$ cat src/rtl/csr_bank.sv
// Control/status register bank between the peripheral bus and the QR accelerator core.
// It handles start/soft-clear pulses, busy/done tracking, a maskable IRQ and write-protected config registers.
module csr_bank #(
    parameter int CsrWidth  = 32,
    parameter int NumCfg    = 4,
    parameter int AddrWidth = 4
) (
    input  logic                       clk,
    input  logic                       nrst,
    input  logic                       req_valid_i,
    output logic                       req_ready_o,
    input  logic                       req_wen_i,
    input  logic [AddrWidth-1:0]       req_addr_i,
    input  logic [CsrWidth-1:0]        req_wdata_i,
    output logic                       rsp_valid_o,
    input  logic                       rsp_ready_i,
    output logic [CsrWidth-1:0]        rsp_rdata_o,
    output logic                       rsp_err_o,
    output logic [NumCfg*CsrWidth-1:0] cfg_o,
    output logic                       start_o,
    output logic                       soft_clr_o,
    input  logic                       acc_done_i,
    output logic                       busy_o,
    output logic                       irq_o
);

    localparam logic [AddrWidth-1:0] AddrCore   = AddrWidth'(0);
    localparam logic [AddrWidth-1:0] AddrStatus = AddrWidth'(1);
    localparam logic [AddrWidth-1:0] AddrIrqEn  = AddrWidth'(2);

    logic                busy_q, busy_d;
    logic                done_q, done_d;
    logic                irqEn_q, irqEn_d;
    logic                irq_q, irq_d;
    logic                start_q, start_d;
    logic                softClr_q, softClr_d;
    logic                rspValid_q, rspValid_d;
    logic [CsrWidth-1:0] rspRdata_q, rspRdata_d;
    logic                rspErr_q, rspErr_d;
    logic [CsrWidth-1:0] cfg_q [NumCfg];
    logic [CsrWidth-1:0] cfg_d [NumCfg];
    logic                accept;
    logic                cfgHit;
    logic                doneSet;

    assign req_ready_o = !rspValid_q || rsp_ready_i;
    assign accept      = req_valid_i && req_ready_o;
    assign doneSet     = acc_done_i && busy_q;

    always_comb begin
        busy_d     = busy_q;
        done_d     = done_q;
        irqEn_d    = irqEn_q;
        cfg_d      = cfg_q;
        start_d    = 1'b0;
        softClr_d  = 1'b0;
        rspValid_d = rspValid_q && !rsp_ready_i;
        rspRdata_d = rspRdata_q;
        rspErr_d   = rspErr_q;
        cfgHit     = 1'b0;

        if (doneSet) begin
            busy_d = 1'b0;
            done_d = 1'b1;
        end

        if (accept) begin
            rspValid_d = 1'b1;
            rspRdata_d = '0;
            rspErr_d   = 1'b0;
            if (req_addr_i == AddrCore) begin
                if (req_wen_i) begin
                    // Soft clear overrides a start requested in the same write.
                    if (req_wdata_i[1]) begin
                        softClr_d = 1'b1;
                        busy_d    = 1'b0;
                        done_d    = 1'b0;
                    end else if (req_wdata_i[0]) begin
                        if (busy_q) begin
                            rspErr_d = 1'b1;
                        end else begin
                            start_d = 1'b1;
                            busy_d  = 1'b1;
                        end
                    end
                end
            end else if (req_addr_i == AddrStatus) begin
                if (req_wen_i) begin
                    // A done event landing on the same edge beats the W1C.
                    if (req_wdata_i[1] && !doneSet) begin
                        done_d = 1'b0;
                    end
                end else begin
                    rspRdata_d = CsrWidth'({done_q, busy_q});
                end
            end else if (req_addr_i == AddrIrqEn) begin
                if (req_wen_i) begin
                    irqEn_d = req_wdata_i[0];
                end else begin
                    rspRdata_d = CsrWidth'(irqEn_q);
                end
            end else begin
                for (int k = 0; k < NumCfg; k++) begin
                    if (req_addr_i == AddrWidth'(3 + k)) begin
                        cfgHit = 1'b1;
                        if (req_wen_i) begin
                            if (busy_q) begin
                                rspErr_d = 1'b1;
                            end else begin
                                cfg_d[k] = req_wdata_i;
                            end
                        end else begin
                            rspRdata_d = cfg_q[k];
                        end
                    end
                end
                if (!cfgHit) begin
                    rspErr_d = 1'b1;
                end
            end
        end

        irq_d = done_q && irqEn_q;
    end

    always_ff @(posedge clk or negedge nrst) begin
        if (!nrst) begin
            busy_q     <= 1'b0;
            done_q     <= 1'b0;
            irqEn_q    <= 1'b0;
            irq_q      <= 1'b0;
            start_q    <= 1'b0;
            softClr_q  <= 1'b0;
            rspValid_q <= 1'b0;
            rspRdata_q <= '0;
            rspErr_q   <= 1'b0;
            for (int k = 0; k < NumCfg; k++) begin
                cfg_q[k] <= '0;
            end
        end else begin
            busy_q     <= busy_d;
            done_q     <= done_d;
            irqEn_q    <= irqEn_d;
            irq_q      <= irq_d;
            start_q    <= start_d;
            softClr_q  <= softClr_d;
            rspValid_q <= rspValid_d;
            rspRdata_q <= rspRdata_d;
            rspErr_q   <= rspErr_d;
            cfg_q      <= cfg_d;
        end
    end

    for (genvar g = 0; g < NumCfg; g++) begin : gCfgOut
        assign cfg_o[g*CsrWidth +: CsrWidth] = cfg_q[g];
    end

    assign rsp_valid_o = rspValid_q;
    assign rsp_rdata_o = rspRdata_q;
    assign rsp_err_o   = rspErr_q;
    assign start_o     = start_q;
    assign soft_clr_o  = softClr_q;
    assign busy_o      = busy_q;
    assign irq_o       = irq_q;

endmodule

$ cat config.mk
export PLATFORM = sky130hd
export DESIGN_NAME = csr_bank
export DESIGN_NICKNAME = d
export VERILOG_FILES = /design/src/rtl/csr_bank.sv
export SDC_FILE = /design/constraint.sdc
export NUM_CORES = 1
export LEC_CHECK = 0
export CAP_MARGIN = 20
export CORE_UTILIZATION = 52
export CTS_CLUSTER_DIAMETER = 120
export CTS_CLUSTER_SIZE = 14
export DETAILED_ROUTE_END_ITERATION = 10
export PLACE_DENSITY = 0.91
export SKIP_CTS_REPAIR_TIMING = 1
export SLEW_MARGIN = 0
export SYNTH_ARGS = -nofsm -noshare
export SYNTH_HDL_FRONTEND = slang
export SYNTH_SLANG_ARGS = --single-unit
$ cat constraint.sdc
create_clock -name clk -period 4.7 [get_ports clk]
set_clock_uncertainty 0.2 [all_clocks]
set_input_delay 0.705 -clock clk [delete_from_list [all_inputs] [get_ports clk]]
set_output_delay 0.705 -clock clk [all_outputs]
set_load 0.03 [all_outputs]
==> impl_metrics.py, run 1 <==
metrics = {
    "outcome": {
        "status": "completed",
    },
    "synthesis": {
        "synth_top_area_cell": "dfrtp_1",
        "synth_top_flop_cell": "dfrtp_1",
        "yosysMostFrequentCell": "dfrtp_1",
        "avgSynthCellArea_um2": 13.1,
        "netlist.area_leader.share": 0.573,
        "synthTopCellsByCount": "dfrtp_1, mux2_2, mux2_1",
        "yosys_warnings": 0,
        "ys_async_sr_fraction": 1.00,
        "synth-edff-count": 0,
        "synth.area.top_cells": "dfrtp_1, mux2_2, mux2_1, a32o_1, a22oi_1",
        "ys_types": 44,
        "synth_nets": 603,
        "yosys_register_bits": 168,
        "yosysSeqAreaShare": 0.573,
        "netlist_area_um2": 7340,
        "syn_inst": 561,
    },
    "timing": {
        "setup_viol": 0,
        "whs_ns": 0.191,
        "max_slew.worst_pin.slew_ns": 1.11,
        "rsz0062_at_grt": "false",
        "hold_viol": 0,
        "tns_ns": 0,
        "timing.final.ws_setup_ns": 1.43,
        "drv_slew": 0,
        "timing.fmax_mhz": 306,
        "period_minus_slack_ns": 3.27,
        "slew-limit-headroom": 0.257,
        "finalCritPeriodShare": 0.695,
    },
    "clock_tree": {
        "cts_tree": "yes",
        "clk_pin_slew_ns": 0.06,
        "cts_sinks": 168,
        "root_buffer": "clkbuf_16",
        "clkLatencyLatePin_ns": 0.42,
        "h-tree-depth": 4,
        "cts_buffer_depth": 2,
        "cts_made_buffers": 17,
    },
    "global_route": {
        "grt.overflow.total": 0,
        "busiest_layer": "met2",
        "grtUsageMet2": 0.494,
        "grt_pass1_vias": 6071,
        "use_met1": 0.373,
        "grt_util_met3": 0.0722,
        "grt_antenna_before_repair": 0,
        "grt_pass1_wl_um": 32600,
        "grt_start_max_net_pins": 109,
        "grt.total_usage": 0.299,
    },
    "final_layout": {
        "area_growth_pct": 38.8,
        "seq_area_um2": 4200,
        "multiInputGateArea_um2": 2960,
        "nets": 792,
        "stdcell_count": 943,
        "fin_util": 0.737,
        "fill_cells": 833,
        "drive_above_1_share": 0.189,
        "num_antenna_cells": 0,
        "largest_reg_flops": 128,
    },
    "detailed_routing": {
        "drc": 0,
        "drt_pass1_iterations": 5,
        "wl_per_cell_um": 22.4,
        "dr.first_iter.drc_count": 549,
        "ant_nets": 0,
        "finalWirelength_um": 21200,
        "vias": 6035,
        "viasPerCell": 6.40,
    },
    "place": {
        "place_inst": 911,
        "port_buffers": 208,
        "gp_congestion": 0.862,
        "place_ws_ns": 1.09,
        "place_hpwl_um": 13700,
    },
    "setup_path": {
        "cp-end-kind": "flop",
        "arrival_ns": 3.42,
        "cp.required_ns": 4.86,
        "path_class": "in2reg",
        "worst-path-max-fanout": 18,
        "crit_path_start_kind": "input port",
    },
    "power_and_ir_drop": {
        "p_leak_nw": 4.32,
        "p_per_area_nw_per_um2": 438,
        "peakVddDrop_mv": 0.262,
    },
    "floorplanning": {
        "initial_core_util": 0.531,
        "die_x_um": 121,
        "die_h_um": 121,
        "die_area_um2": 14600,
        "core_um2": 13800,
        "io_pins": 209,
        "rows": 43,
    },
    "flow_run": {
        "maxCapViolations": 0,
    },
    "worst_hold_path": {
        "hp-class": "in2async",
    },
}
==> power by group <==
group / total (W) / internal [W] / switching (W) / leakage (nW)
logic: 0.00121 / 0.000527 / 0.000683 / 1.81
clock network: 0.00142 / 0.000864 / 0.000556 / 0.293
registers: 0.00183 / 0.00165 / 0.000183 / 2.22
total: 0.00446 / 0.00304 / 0.00142 / 4.32
==> cells by family (layout without fill, tap and decap cells) <==
logic type	count (synthesis)	in the layout	synth area share
flip-flops	168	168	0.573
buffers and inverters	52	254	0.0315
AO/OA/AOI/OAI	139	139	0.137
multiplexers	130	130	0.199
AND/OR/NAND/NOR	72	72	0.0592
==> cell usage in the layout (no fill, tap or decap), types with 3 or more instances in the layout <==
| cell type | count |
|---|---|
| or3_1 | 30 |
| nand2_1 | 6 |
| a32o_1 | 31 |
| a22oi_1 | 29 |
| bufinv_16 | 3 |
| nor2_1 | 4 |
| o22ai_1 | 30 |
| nand2b_1 | 6 |
| inv_1 | 3 |
| clkinv_2 | 3 |
| buf_4 | 10 |
| mux2_1 | 39 |
| a21oi_1 | 31 |
| mux2_2 | 90 |
| dfrtp_1 | 168 |
| clkdlybuf4s50_1 | 207 |
| a211oi_1 | 3 |
| and2_1 | 3 |
| clkbuf_16 | 17 |
==> final timing paths <==
kind | start | slack [ns] | cells past startpoint | end
worst max-delay path | req_addr_i[0] | 1.43 | 6 | rsp_rdata_o[24]$_DFFE_PN0P_
worst min-delay path | nrst | 0.19 | 1 | cfg_o[32]$_DFFE_PN0P_
worst max register to register | busy_o$_DFF_PN0_ | 1.94 | 4 | cfg_o[82]$_DFFE_PN0P_
worst min register to register | rsp_rdata_o[14]$_DFFE_PN0P_ | 0.29 | 1 | rsp_rdata_o[14]$_DFFE_PN0P_
max in group asynchronous | nrst | 3.08 | 2 | rsp_rdata_o[14]$_DFFE_PN0P_
min in group clk | rsp_rdata_o[14]$_DFFE_PN0P_ | 0.29 | 1 | rsp_rdata_o[14]$_DFFE_PN0P_
==> critical path: stages <==
cell	delay, ns
clkdlybuf4s50_1	0.82
and3b_1	0.90
buf_4	0.39
a22oi_1	0.13
o22ai_1	0.24
a32o_1	0.22
==> through the flow <==
step	total power, W	cell area [um2]
floorplan	0.00245	7340
global placement	0.00301	9580
detailed placement	0.00306	9580
CTS	0.00447	10200
global route	0.00461	10200
finish	0.00446	10200
==> routing by layer <==
layer | part of all wire | routed length, um | vias to the layer above
li1 | - | - | 2514
met1 | 0.39 | 8280 | 3070
met2 | 0.50 | 10600 | 399
met3 | 0.082 | 1740 | 52
met4 | 0.027 | 577 | 0
met5 | 0 | 0 | -
==> final cells by class <==
cell class,instances,area share
clock inverters,11,0.0144
clock buffers,21,0.0452
flip-flops and latches,168,0.413
multi-input cells,341,0.291
repair buffers,219,0.214
well taps,180,0.0221
inverters,3,0.00111
Note: power is estimated with default switching activity, not from simulation.
==> run 2, diff against run 1 <==
--- a/config.mk
+++ b/config.mk
@@ -6,11 +6,11 @@
 export NUM_CORES = 1
 export LEC_CHECK = 0
 export CAP_MARGIN = 20
-export CORE_UTILIZATION = 52
+export CORE_UTILIZATION = 48
 export CTS_CLUSTER_DIAMETER = 120
 export CTS_CLUSTER_SIZE = 14
 export DETAILED_ROUTE_END_ITERATION = 10
-export PLACE_DENSITY = 0.91
+export PLACE_DENSITY = 0.85
 export SKIP_CTS_REPAIR_TIMING = 1
 export SLEW_MARGIN = 0
 export SYNTH_ARGS = -nofsm -noshare
==> constraint.sdc (replaced) <==
create_clock -name clk -period 3.2 [get_ports clk]
set_clock_uncertainty 0.2 [all_clocks]
set_input_delay 0.48 -clock clk [delete_from_list [all_inputs] [get_ports clk]]
set_output_delay 0.48 -clock clk [all_outputs]
set_load 0.03 [all_outputs]
==> impl_metrics.py, run 2 (synthesis gave the netlist of run 1 again) <==
metrics = {
    "outcome": {
        "status": "finished with violations",
        "failed_checks": "DRC",
    },
    "setup_path": {
        "arrival_ns": 1.95,
        "crit_chain": "clkdlybuf4s50_1, nand2b_1, clkdlybuf4s50_1",
        "crit_top_cell": "clkdlybuf4s50_1",
        "path_class": "in2out",
        "cp_slowest_cell": "clkdlybuf4s50_1",
        "cp.required_ns": 2.52,
        "cp-end-kind": "output port",
        "crit_path_start_kind": "input port",
        "crit_family": "buffers and inverters",
        "cp_slowest_stage_delay_ns": 0.75,
        "cp_num_buf_inv": 2,
        "worst-path-max-fanout": 6,
    },
    "place": {
        "place_hpwl_um": 14900,
        "port_buffers": 208,
        "place_area_um2": 9730,
        "gp_congestion": 0.858,
    },
    "timing": {
        "tns_ns": 0,
        "drv_slew": 0,
        "timing.fmax_mhz": 380,
        "slew-limit-headroom": 0.303,
        "period_minus_slack_ns": 2.63,
        "whs_ns": 0.287,
        "rsz0062_at_grt": "false",
        "max_slew.worst_pin.slew_ns": 1.04,
        "finalCritPeriodShare": 0.823,
        "hold_viol": 0,
        "setup_viol": 0,
    },
    "final_layout": {
        "num_antenna_cells": 0,
        "multiInputGateArea_um2": 2970,
        "nets": 810,
        "seq_area_um2": 4200,
        "fin_area_um2": 10300,
        "largest_reg_flops": 128,
        "final_cell_mix": "clkdlybuf4s50_1, dfrtp_1, mux2_2, mux2_1",
        "layout_commonest_cell": "clkdlybuf4s50_1",
        "area_growth_pct": 40.6,
        "drive_above_1_share": 0.205,
        "fill_cells": 967,
    },
    "global_route": {
        "grt_pass1_wl_um": 34400,
        "grt.total_usage": 0.286,
        "grt_start_max_net_pins": 71,
        "grt_pass1_vias": 6194,
        "grt.overflow.total": 0,
        "grt_antenna_before_repair": 0,
    },
    "floorplanning": {
        "initial_core_util": 0.499,
        "die_h_um": 126,
        "io_pins": 209,
        "die_area_um2": 15800,
        "die_x_um": 126,
        "core_um2": 14700,
        "rows": 44,
    },
    "detailed_routing": {
        "viasPerCell": 6.24,
        "drt_pass1_iterations": 11,
        "ant_nets": 0,
        "vias": 6011,
        "drc": 17,
        "wl_per_cell_um": 22.8,
        "finalWirelength_um": 22000,
        "dr.first_iter.drc_count": 517,
    },
    "flow_run": {
        "maxCapViolations": 0,
    },
    "clock_tree": {
        "clk_pin_slew_ns": 0.06,
        "cts_tree": "yes",
        "h-tree-depth": 4,
        "root_buffer": "clkbuf_16",
        "cts_sinks": 168,
        "clkLatencyLatePin_ns": 0.43,
        "cts_buffer_depth": 2,
        "cts_made_buffers": 17,
    },
    "power_and_ir_drop": {
        "p_per_area_nw_per_um2": 629,
        "p_total_w": 0.00649,
        "peakVddDrop_mv": 0.368,
        "p_leak_nw": 4.41,
    },
    "worst_hold_path": {
        "hp-class": "reg2reg",
    },
}
run 2: changes by cell type in the layout (fill, tap and decap cells not counted), sizes merged:
| cell | change |
|---|---|
| dlygate4sd3 | +1 |
| clkbuf | +4 |
| clkinv | -2 |
| bufinv | -2 |
| buf | +17 |
| clkinvlp | -1 |
run 2: layer usage:
layer / part of all wire / global-route usage
met5: 0 / 0
met4: 0.027 / 0.133
met1: 0.40 / 0.353
met3: 0.086 / 0.0782
met2: 0.49 / 0.471
run 2: area by class of cell:
cell class                      instances  area share
Inverter                                3     0.00109
Sequential cell                       168       0.407
Tap cell                              184      0.0223
Clock buffer                           25      0.0500
Clock inverter                          6     0.00594
Multi-Input combinational cell        341       0.288
Timing Repair Buffer                  237       0.226
run 2: tightest hold or removal path, delay by kind of cell, from the launching register on:
| family | cells | cell delay (ns) |
|---|---|---|
| DFF | 1 | 0.35 |
| and+or+nand+nor | 1 | 0.05 |
| AOI/OAI and AO/OA | 1 | 0.05 |
run 2: power by group:
part           internal, W  switching [W]
clock              0.00119       0.000808
combinational     0.000788        0.00102
sequential         0.00242       0.000266
run 2: metrics by stage:
step,std cells,worst slack (ns),util
floorplan,561,1.07,-
global placement,932,0.386,0.662
detailed placement,932,0.318,0.662
CTS,963,0.578,0.701
global route,964,0.548,0.702
finish,964,0.567,0.702
run 2: final timing paths:
kind                                       start                endpoint  slack, ns  cells after the start
setup / recovery                     rsp_ready_i             req_ready_o       0.57                      3
max in group asynchronous                   nrst  cfg_o[123]$_DFFE_PN0P_       1.51                      3
hold reg to reg            rsp_err_o$_DFFE_PN0P_   rsp_err_o$_DFFE_PN0P_       0.29                      2
min in group asynchronous                   nrst    soft_clr_o$_DFF_PN0_       0.43                      2
setup reg to reg                busy_o$_DFF_PN0_   cfg_o[67]$_DFFE_PN0P_       0.93                      5
hold / removal             rsp_err_o$_DFFE_PN0P_   rsp_err_o$_DFFE_PN0P_       0.29                      2
==> run 3, diff against run 2 <==
==> constraint.sdc (replaced) <==
create_clock -name clk -period 2.45 [get_ports clk]
set_clock_uncertainty 0.2 [all_clocks]
set_input_delay 0.3675 -clock clk [delete_from_list [all_inputs] [get_ports clk]]
set_output_delay 0.3675 -clock clk [all_outputs]
set_load 0.03 [all_outputs]
==> impl_metrics.py, run 3 (synthesis gave the netlist of run 1 again) <==
metrics = {
    "timing": {
        "max_slew.worst_pin.slew_ns": 0.900,
        "drv_slew": 0,
        "slew-limit-headroom": 0.398,
        "whs_ns": 0.247,
        "tns_ns": 0,
        "finalCritPeriodShare": 0.889,
        "hold_viol": 0,
        "setup_viol": 0,
        "timing.fmax_mhz": 459,
        "rsz0062_at_grt": "false",
        "timing.final.ws_setup_ns": 0.271,
        "period_minus_slack_ns": 2.18,
    },
    "final_layout": {
        "num_antenna_cells": 0,
        "drive_above_1_share": 0.221,
        "largest_reg_flops": 128,
        "area_growth_pct": 44.6,
        "layout_commonest_cell": "clkdlybuf4s50_1",
        "nets": 823,
        "final_cell_mix": "clkdlybuf4s50_1, dfrtp_1, mux2_2, mux2_1",
    },
    "global_route": {
        "grt_start_max_net_pins": 56,
        "grt_pass1_wl_um": 35000,
        "grt_antenna_before_repair": 0,
        "grt_pass1_vias": 6335,
        "grt.overflow.total": 0,
        "grt.total_usage": 0.289,
    },
    "floorplanning": {
        "core_um2": 14700,
        "die_area_um2": 15800,
        "rows": 44,
        "die_x_um": 126,
        "io_pins": 209,
        "initial_core_util": 0.499,
        "die_h_um": 126,
    },
    "clock_tree": {
        "cts_made_buffers": 17,
        "h-tree-depth": 4,
        "cts_tree": "yes",
        "cts_buffer_depth": 2,
        "root_buffer": "clkbuf_16",
        "clkLatencyLatePin_ns": 0.43,
        "clk_pin_slew_ns": 0.06,
        "cts_sinks": 168,
    },
    "detailed_routing": {
        "finalWirelength_um": 22000,
        "drt_pass1_iterations": 11,
        "ant_nets": 0,
        "drc": 17,
        "wl_per_cell_um": 22.5,
        "viasPerCell": 6.18,
        "vias": 6033,
        "dr.first_iter.drc_count": 506,
    },
    "setup_path": {
        "r2r_start": "busy_o$_DFF_PN0_",
        "cp_num_buf_inv": 2,
        "cp.required_ns": 1.88,
        "crit_path_start_kind": "flop",
        "ff2ff_setup_slack_ns": 0.39,
        "r2r-end": "cfg_o[125]$_DFFE_PN0P_",
        "cp_slowest_stage_delay_ns": 0.67,
        "crit_chain": "buf_4, clkdlybuf4s50_1",
        "path_class": "reg2out",
        "crit_family": "buffers and inverters",
        "r2r_cells": 5,
        "cp-end-kind": "output port",
        "cp_slowest_cell": "clkdlybuf4s50_1",
        "worst-path-max-fanout": 7,
        "arrival_ns": 1.61,
        "startpoint": "busy_o$_DFF_PN0_",
    },
    "power_and_ir_drop": {
        "peakVddDrop_mv": 0.636,
        "p_per_area_nw_per_um2": 819,
        "p_total_w": 0.00869,
        "p_leak_nw": 4.54,
    },
    "outcome": {
        "failed_checks": "DRC",
        "status": "finished with violations",
    },
    "place": {
        "gp_congestion": 0.827,
        "place_ws_ns": -0.0563,
        "port_buffers": 208,
        "place_hpwl_um": 14600,
    },
    "worst_hold_path": {
        "hp-class": "in2async",
    },
    "flow_run": {
        "maxCapViolations": 0,
    },
}
-- run 3: cell count changes in the layout (fill, tap and decap cells not counted), sizes merged --
cell / change
buf: +14
clkbuf: -3
bufinv: +2
inv: +1
clkdlybuf4s50: -1
-- run 3: cell type report --
cell class,count,area (um2)
Clock buffer,22,484
Multi-Input combinational cell,341,2970
Timing Repair Buffer,250,2570
Clock inverter,9,138
Sequential cell,168,4200
Tap cell,184,230
Inverter,3,11.3
Fill cell,949,4090
-- run 3: stage by stage --
| stage | cells | cell area [um2] | utilization |
|---|---|---|---|
| 4_1_cts | 976 | 10600 | 0.721 |
| 3_3_place_gp | 945 | 9980 | 0.679 |
| 6_report | 977 | 10600 | 0.722 |
| 2_1_floorplan | 561 | 7340 | - |
| 5_1_grt | 977 | 10600 | 0.722 |
| 3_5_place_dp | 945 | 9980 | 0.679 |
-- run 3: per-layer routing --
layer	vias up	track usage	wire [um]
li1	2578	-	-
met1	3086	0.354	8700
met2	302	0.481	10900
met3	67	0.0735	1650
met4	0	0.137	697
met5	-	0	0
-- run 3: how the worst max path moves through the flow --
stage,to,slack (ns),depth (start not counted)
global placement,cfg_o[127]$_DFFE_PN0P_,-0.03,6
detailed placement,cfg_o[127]$_DFFE_PN0P_,-0.06,6
floorplan,cfg_o[34]$_DFFE_PN0P_,0.32,5
finish,busy_o,0.27,2
global route,busy_o,0.22,2
CTS,busy_o,0.25,2
-- run 3: power breakdown --
group	internal [W]	leakage [nW]	switching, W
clock network	0.00172	0.303	0.00108
registers	0.00316	2.22	0.000339
logic	0.00106	2.02	0.00133
